==> src/rtl/fsm_equiv_monitor.sv <==
// Equivalence monitor for a dual-implementation FSM: samples both outputs and the
// difference flag over a fixed window, then latches a sticky pass/fail verdict.
module fsm_equiv_monitor #(
  parameter int CNT_W       = 16,
  parameter int PASS_CYCLES = 64
) (
  input  logic             clk,
  input  logic             rst,
  input  logic             start,
  input  logic             in_s,
  input  logic             in_b,
  input  logic             in_diff,
  output logic             busy,
  output logic             pass,
  output logic             fail,
  output logic [CNT_W-1:0] err_count,
  output logic [CNT_W-1:0] cycle_count,
  output logic [CNT_W-1:0] first_err_cycle,
  output logic             first_err_s,
  output logic             first_err_b,
  output logic             diff_bad
);

  typedef enum logic [1:0] {
    IDLE      = 2'd0,
    RUN       = 2'd1,
    DONE_PASS = 2'd2,
    DONE_FAIL = 2'd3
  } state_t;

  localparam logic [CNT_W-1:0] CNT_MAX  = '1;
  localparam logic [CNT_W-1:0] LAST_IDX = CNT_W'(PASS_CYCLES - 1);

  state_t           state_q;
  logic             busy_q;
  logic             pass_q;
  logic             fail_q;
  logic [CNT_W-1:0] err_count_q;
  logic [CNT_W-1:0] cycle_count_q;
  logic [CNT_W-1:0] first_err_cycle_q;
  logic             first_err_s_q;
  logic             first_err_b_q;
  logic             diff_bad_q;

  logic             mismatch;
  logic             dbad;
  logic             last_sample;
  logic             clean_window;
  logic [CNT_W-1:0] err_count_d;
  logic [CNT_W-1:0] cycle_count_d;

  assign mismatch      = in_s ^ in_b;
  assign dbad          = in_diff ^ mismatch;
  assign last_sample   = (cycle_count_q == LAST_IDX);
  assign cycle_count_d = cycle_count_q + 1'b1;
  // Saturating error count; it can never exceed the window length in practice.
  assign err_count_d   = (mismatch && err_count_q != CNT_MAX) ? err_count_q + 1'b1
                                                              : err_count_q;
  // Verdict must fold in the final sample, which is not yet in the registers.
  assign clean_window  = (err_count_q == '0) && !mismatch && !diff_bad_q && !dbad;

  always_ff @(posedge clk or posedge rst) begin
    if (rst) begin
      state_q           <= IDLE;
      busy_q            <= 1'b0;
      pass_q            <= 1'b0;
      fail_q            <= 1'b0;
      err_count_q       <= '0;
      cycle_count_q     <= '0;
      first_err_cycle_q <= '0;
      first_err_s_q     <= 1'b0;
      first_err_b_q     <= 1'b0;
      diff_bad_q        <= 1'b0;
    end else begin
      case (state_q)
        IDLE, DONE_PASS, DONE_FAIL: begin
          if (start) begin
            state_q           <= RUN;
            busy_q            <= 1'b1;
            pass_q            <= 1'b0;
            fail_q            <= 1'b0;
            err_count_q       <= '0;
            cycle_count_q     <= '0;
            first_err_cycle_q <= '0;
            first_err_s_q     <= 1'b0;
            first_err_b_q     <= 1'b0;
            diff_bad_q        <= 1'b0;
          end
        end
        RUN: begin
          cycle_count_q <= cycle_count_d;
          err_count_q   <= err_count_d;
          if (mismatch && err_count_q == '0) begin
            first_err_cycle_q <= cycle_count_q;
            first_err_s_q     <= in_s;
            first_err_b_q     <= in_b;
          end
          if (dbad) begin
            diff_bad_q <= 1'b1;
          end
          if (last_sample) begin
            busy_q <= 1'b0;
            if (clean_window) begin
              state_q <= DONE_PASS;
              pass_q  <= 1'b1;
            end else begin
              state_q <= DONE_FAIL;
              fail_q  <= 1'b1;
            end
          end
        end
        default: state_q <= IDLE;
      endcase
    end
  end

  assign busy            = busy_q;
  assign pass            = pass_q;
  assign fail            = fail_q;
  assign err_count       = err_count_q;
  assign cycle_count     = cycle_count_q;
  assign first_err_cycle = first_err_cycle_q;
  assign first_err_s     = first_err_s_q;
  assign first_err_b     = first_err_b_q;
  assign diff_bad        = diff_bad_q;

endmodule

==> config.mk <==
export PLATFORM = sky130hd
export DESIGN_NAME = fsm_equiv_monitor
export DESIGN_NICKNAME = d
export VERILOG_FILES = /design/src/rtl/fsm_equiv_monitor.sv
export SDC_FILE = /design/constraint.sdc
export NUM_CORES = 1
export LEC_CHECK = 0
export ABC_AREA = 1
export CORE_MARGIN = 4
export CORE_UTILIZATION = 44
export CTS_BUF_LIST = sky130_fd_sc_hd__clkbuf_16
export DETAILED_ROUTE_END_ITERATION = 12
export PLACE_DENSITY = 0.83
export SYNTH_ARGS = -nofsm -noshare
export SYNTH_HDL_FRONTEND = slang
export SYNTH_SLANG_ARGS = --single-unit
==> constraint.sdc <==
create_clock -name clk -period 1.8 [get_ports clk]
set_input_delay 0.36 -clock clk [delete_from_list [all_inputs] [get_ports clk]]
set_output_delay 0.36 -clock clk [all_outputs]
set_load 0.005 [all_outputs]
=== Word-level counts from Yosys, hierarchy flattened ===
Index checks and enable logic that the tools add are counted.

* Flip-flop bits (word level): 56
* Logic and storage cells: 69
* Output and inout port bits: 54

* Equality and inequality tests: 12
* Reductions and logical operators: 17
* Muxes and demuxes: 26
* Add/sub/neg operators: 2
* Bitwise logic cells: 2

{| class="wikitable"
|+ Operator list
! kind !! number
|-
| one-hot mux 16 bit (2 select lines) || 3
|-
| 2-to-1 mux 16 bit || 3
|-
| adder 16 x 1 -> 16 bit (second input constant) || 2
|-
| equality test 16 x 6 -> 1 bit (second input constant) || 1
|-
| logical NOT 16 bit || 1
|-
| != test 16 bit (second input constant) || 1
|-
| != test 2 bit (second input constant) || 7
|-
| one-hot mux 1 bit (2 select lines) || 6
|-
| 2-to-1 mux 1 bit || 11
|-
| AND reduction 2 bit || 4
|-
| AND reduction 3 bit || 2
|-
| logical AND 1 bit || 5
|-
| equality test 2 bit (second input constant) || 2
|-
| 2-to-1 mux 2 bit || 2
|-
| one-hot mux 2 bit (2 select lines) || 1
|-
| logical NOT 1 bit || 3
|-
| OR reduction 3 bit || 1
|-
| equality test 2 x 1 -> 1 bit (second input constant) || 1
|-
| logical NOT 2 bit || 1
|-
| bitwise XOR 1 bit || 2
|}

=== Logic depth before layout (Yosys ltp) ===
* Word-level depth: 8
* Depth in mapped cells: 10
* Gate-level depth less buffers: 10

=== Worst setup path after synthesis ===
Ideal clock, no wire load.

* Path type: register to register
* Start: register err_count_q[1] (netlist: err_count[1])
* End: register err_count_q[11] (netlist: err_count[11])
* Required time: 1.682 ns
* Path buffers: 1
* Setup time: 0.118 ns
* Stages on the path, launching flop included: 10
* Arrival time: 1.476 ns
* Slack: 0.206 ns
* Cells stage by stage: dfrtp_1 ha_1 inv_2 nor2_4 nand3_1 o21ai_2 nand2_1 buf_4 nand2_1 o21ai_2

* Longest elaborated chain between the ends: 4

{| class="wikitable"
|+ Ends and longest elaborated chain
! item !! RTL line !! RTL
|-
| from (decl) || 38 || <nowiki>logic [CNT_W-1:0] err_count_q;</nowiki>
|-
| from (signal assigned) || 92 || <nowiki>err_count_q <= err_count_d;</nowiki>
|-
| branches (longest 4 deep; another with adder 16 x 1 -> 16 bit) || n/a ||
|}

Several ways; the timed one is not identified. The select of a mux whose other input is x is not followed.
A chain may end at the register's enable or synchronous reset.

=== Worst setup path after layout ===
* Start: register cycle_count_q[14] (netlist: cycle_count[14])
* End: output cycle_count[14]

{| class="wikitable"
|+ RTL lines
! item !! RTL line !! RTL
|-
| from (decl) || 39 || <nowiki>logic [CNT_W-1:0] cycle_count_q;</nowiki>
|-
| from (signal assigned) || 91 || <nowiki>cycle_count_q <= cycle_count_d;</nowiki>
|-
| to (decl) || 17 || <nowiki>output logic [CNT_W-1:0] cycle_count,</nowiki>
|}

No word-level cell between the ends.

==> impl_metrics.tcl <==
set metrics [dict create \
    status "completed" \
    place.gp.congestion 0.9202 \
    rsz0062_at_grt "false" \
    met3_length_um 392 \
    start_util 0.4559 \
    synth_area_per_cell_sq_um 7.328 \
    final_max_slew_viol_count 0 \
    io_buffers 59 \
    layout_worst_path_cycle_share 0.9435 \
    ys_ff_latch 56 \
    die_area_sq_um 8488 \
    track_usage 0.1957 \
    syn_inst 425 \
    cts_made_buffers 5 \
    timing.fmax_ghz 0.5888 \
    multi_input_area_sq_um 1485 \
    min_path_type "in2async" \
    crit_path_end_kind "output pin" \
    yosysSeqAreaShare 0.4500 \
    relSlewSlack 0.7297 \
    core_area_sq_um 6832 \
    seqCellArea_sq_um 1405 \
    gr-total-overflow 0 \
    instances_no_fill 588 \
    area_growth_pct 30.53 \
    die_width_um 92.13 \
    firstDrtPassIters 5 \
    clk_pin_slew_ns 0.07 \
    grt_pass1_vias 2832 \
    place_inst 580 \
    critPathMaxStageDelay_ns 0.56 \
    hold_viol_final 0 \
    antenna_cells 0 \
    clockRootBuffer "clkbuf_16" \
    layout_min_cycle_time_ns 1.698 \
    cts_tree "done" \
    drt_iter0_markers 234 \
    cts_sinks 56 \
    cts_resized 0 \
    yosysWarnings 0 \
    finClkSkew_ns 0.005232 \
    syn_nets 434 \
    io_pins 60 \
    die_y_um 92.13 \
    grt_first_pass_wirelength_mm 13.60 \
    top_layer "met4" \
    power.density_nw_per_um2 1271 \
    criticalPathCategory "reg2out" \
    synth_edf_count 0 \
    worstPathRequired_ns 1.44 \
    cts_hold_buf 0 \
    drcViolationCount 0 \
    ys_async_sr_fraction 1.000 \
    wl_met2_mm 3.976 \
    clk_latency_ns 0.29 \
    drt-total-wl_mm 8.149 \
    cts_max_level 2 \
    cp_num_buf_inv 1 \
    ctsLongestPathBuffers 2 \
    crit_chain "clkdlybuf4s50_1" \
    grt_max_degree 57 \
    tightest_slew_ns 0.4040 \
    fillerInstances 599 \
    peakVddDrop_v 0.0005433 \
    crit_family "buffers and inverters" \
    startpoint_type "flip-flop" \
    synth_ff_type "dfrtp_1" \
    finalNetCount 500 \
    crit_slowest_cell "clkdlybuf4s50_1" \
    routed-via-count 3052 \
    grt_antenna_before_repair 0 \
    post_cts_buffers 0 \
    wl_met1_mm 3.686 \
    ant_nets 0 \
    utilization 0.5951 \
    vias_per_cell 5.190 \
    num_rows 30 \
    detail_route.wl_per_cell_um 13.86 \
    dpl.hpwl_mm 5.895 \
    power_leakage_nw 1.939 \
    syn-cell-area_sq_um 3114 \
    drive_above_1_share 0.09756 \
    cp_max_fo 6 \
    worstPathArrival_ns 1.34 \
    setup_viol 0 \
    ys_types 29 \
    cap_viol_max_count 0 \
]
==> placed cells by master (no fill, tap or decap), types with 2 or more instances in the layout <==
master	Yosys	routed
nor2_1	53	51
nor3_1	2	2
nand3_1	77	77
o21ai_2	6	6
o21ai_1	3	3
dfrtp_1	56	53
o21ai_0	17	17
xor2_1	6	6
clkdlybuf4s50_1	0	59
nor2_4	4	4
nand2_1	120	120
nand4_1	7	7
buf_12	0	4
inv_1	39	38
nor2_2	1	3
inv_2	6	7
ha_1	3	2
dfrtp_2	0	3
buf_4	1	9
clkbuf_16	0	5
o22ai_1	2	2
a21oi_1	3	3
==> registers in the layout, summed over array words and instances, names as in the netlist <==
name             flops
busy                 1
cycle_count         16
diff_bad             1
err_count           16
fail                 1
first_err_b          1
first_err_cycle     16
first_err_s          1
pass                 1
state_q              2
==> synthesized netlist by cell type (4+ instances only) <==
cell / n / area [sq um]
nand2_1: 120 / 450.4
nand3_1: 77 / 385.4
dfrtp_1: 56 / 1401
nor2_1: 53 / 198.9
inv_1: 39 / 146.4
o21ai_0: 17 / 85.08
nand4_1: 7 / 43.79
inv_2: 6 / 22.52
o21ai_2: 6 / 52.55
xor2_1: 6 / 52.55
buf_2: 5 / 25.02
nor2_4: 4 / 45.04
==> path summary, 6_finish.rpt <==
check | endpoint | cells after the start | startpoint | slack [ns]
max | cycle_count[14] | 1 | cycle_count[14] | 0.10
min | first_err_cycle[3] | 3 | rst | 0.42
max reg2reg | cycle_count[10] | 8 | cycle_count[1] | 0.11
min reg2reg | busy | 2 | busy | 0.49
max in group asynchronous | first_err_cycle[5] | 3 | rst | 1.10
min in group clk | busy | 2 | busy | 0.49
==> area by class of cell <==
class / instances / area share
multi-input cells: 311 / 0.3653
well taps: 96 / 0.02955
inverters: 45 / 0.04155
repair buffers: 72 / 0.1816
clock buffers: 5 / 0.03078
clock inverters: 3 / 0.005540
flip-flops and latches: 56 / 0.3456
==> per-stage QoR <==
step                      total power, mW  TNS (ns)  cell area (sq um)  hold WS [ns]  setup slack (ns)
after global placement              4.100         0               3906        0.4620          0.005898
after global routing                5.527         0               4065        0.4505           0.01423
final                               5.166         0               4065        0.4160            0.1017
after CTS                           5.178         0               4054        0.4410           0.04859
after detailed placement            4.181    -1.198               3906        0.4626          -0.06841
after floorplan                     3.081         0               3114        0.4654           0.06872
==> logic make-up after synthesis <==
| kind of cell | Yosys count | synth area share |
|---|---|---|
| AOI/OAI and AO/OA | 33 | 0.06348 |
| xor gates and xnor gates | 7 | 0.01969 |
| adders and majority gates | 3 | 0.01205 |
| buffers and inverters | 58 | 0.07553 |
| DFF | 56 | 0.4500 |
| and+or+nand+nor | 268 | 0.3793 |
==> report_power, final <==
group	switching, mW	internal, mW
Sequential	0.405	1.61
Combinational	1.08	1.09
Clock	0.459	0.522
==> layer usage <==
metal  vias to the layer above  GRT usage
met2                        96     0.3151
li1                       1505          -
met5                         -          0
met1                      1443     0.2690
met4                         0    0.06559
met3                         8    0.03035
No activity file was read; power rests on OpenSTA's default activity.
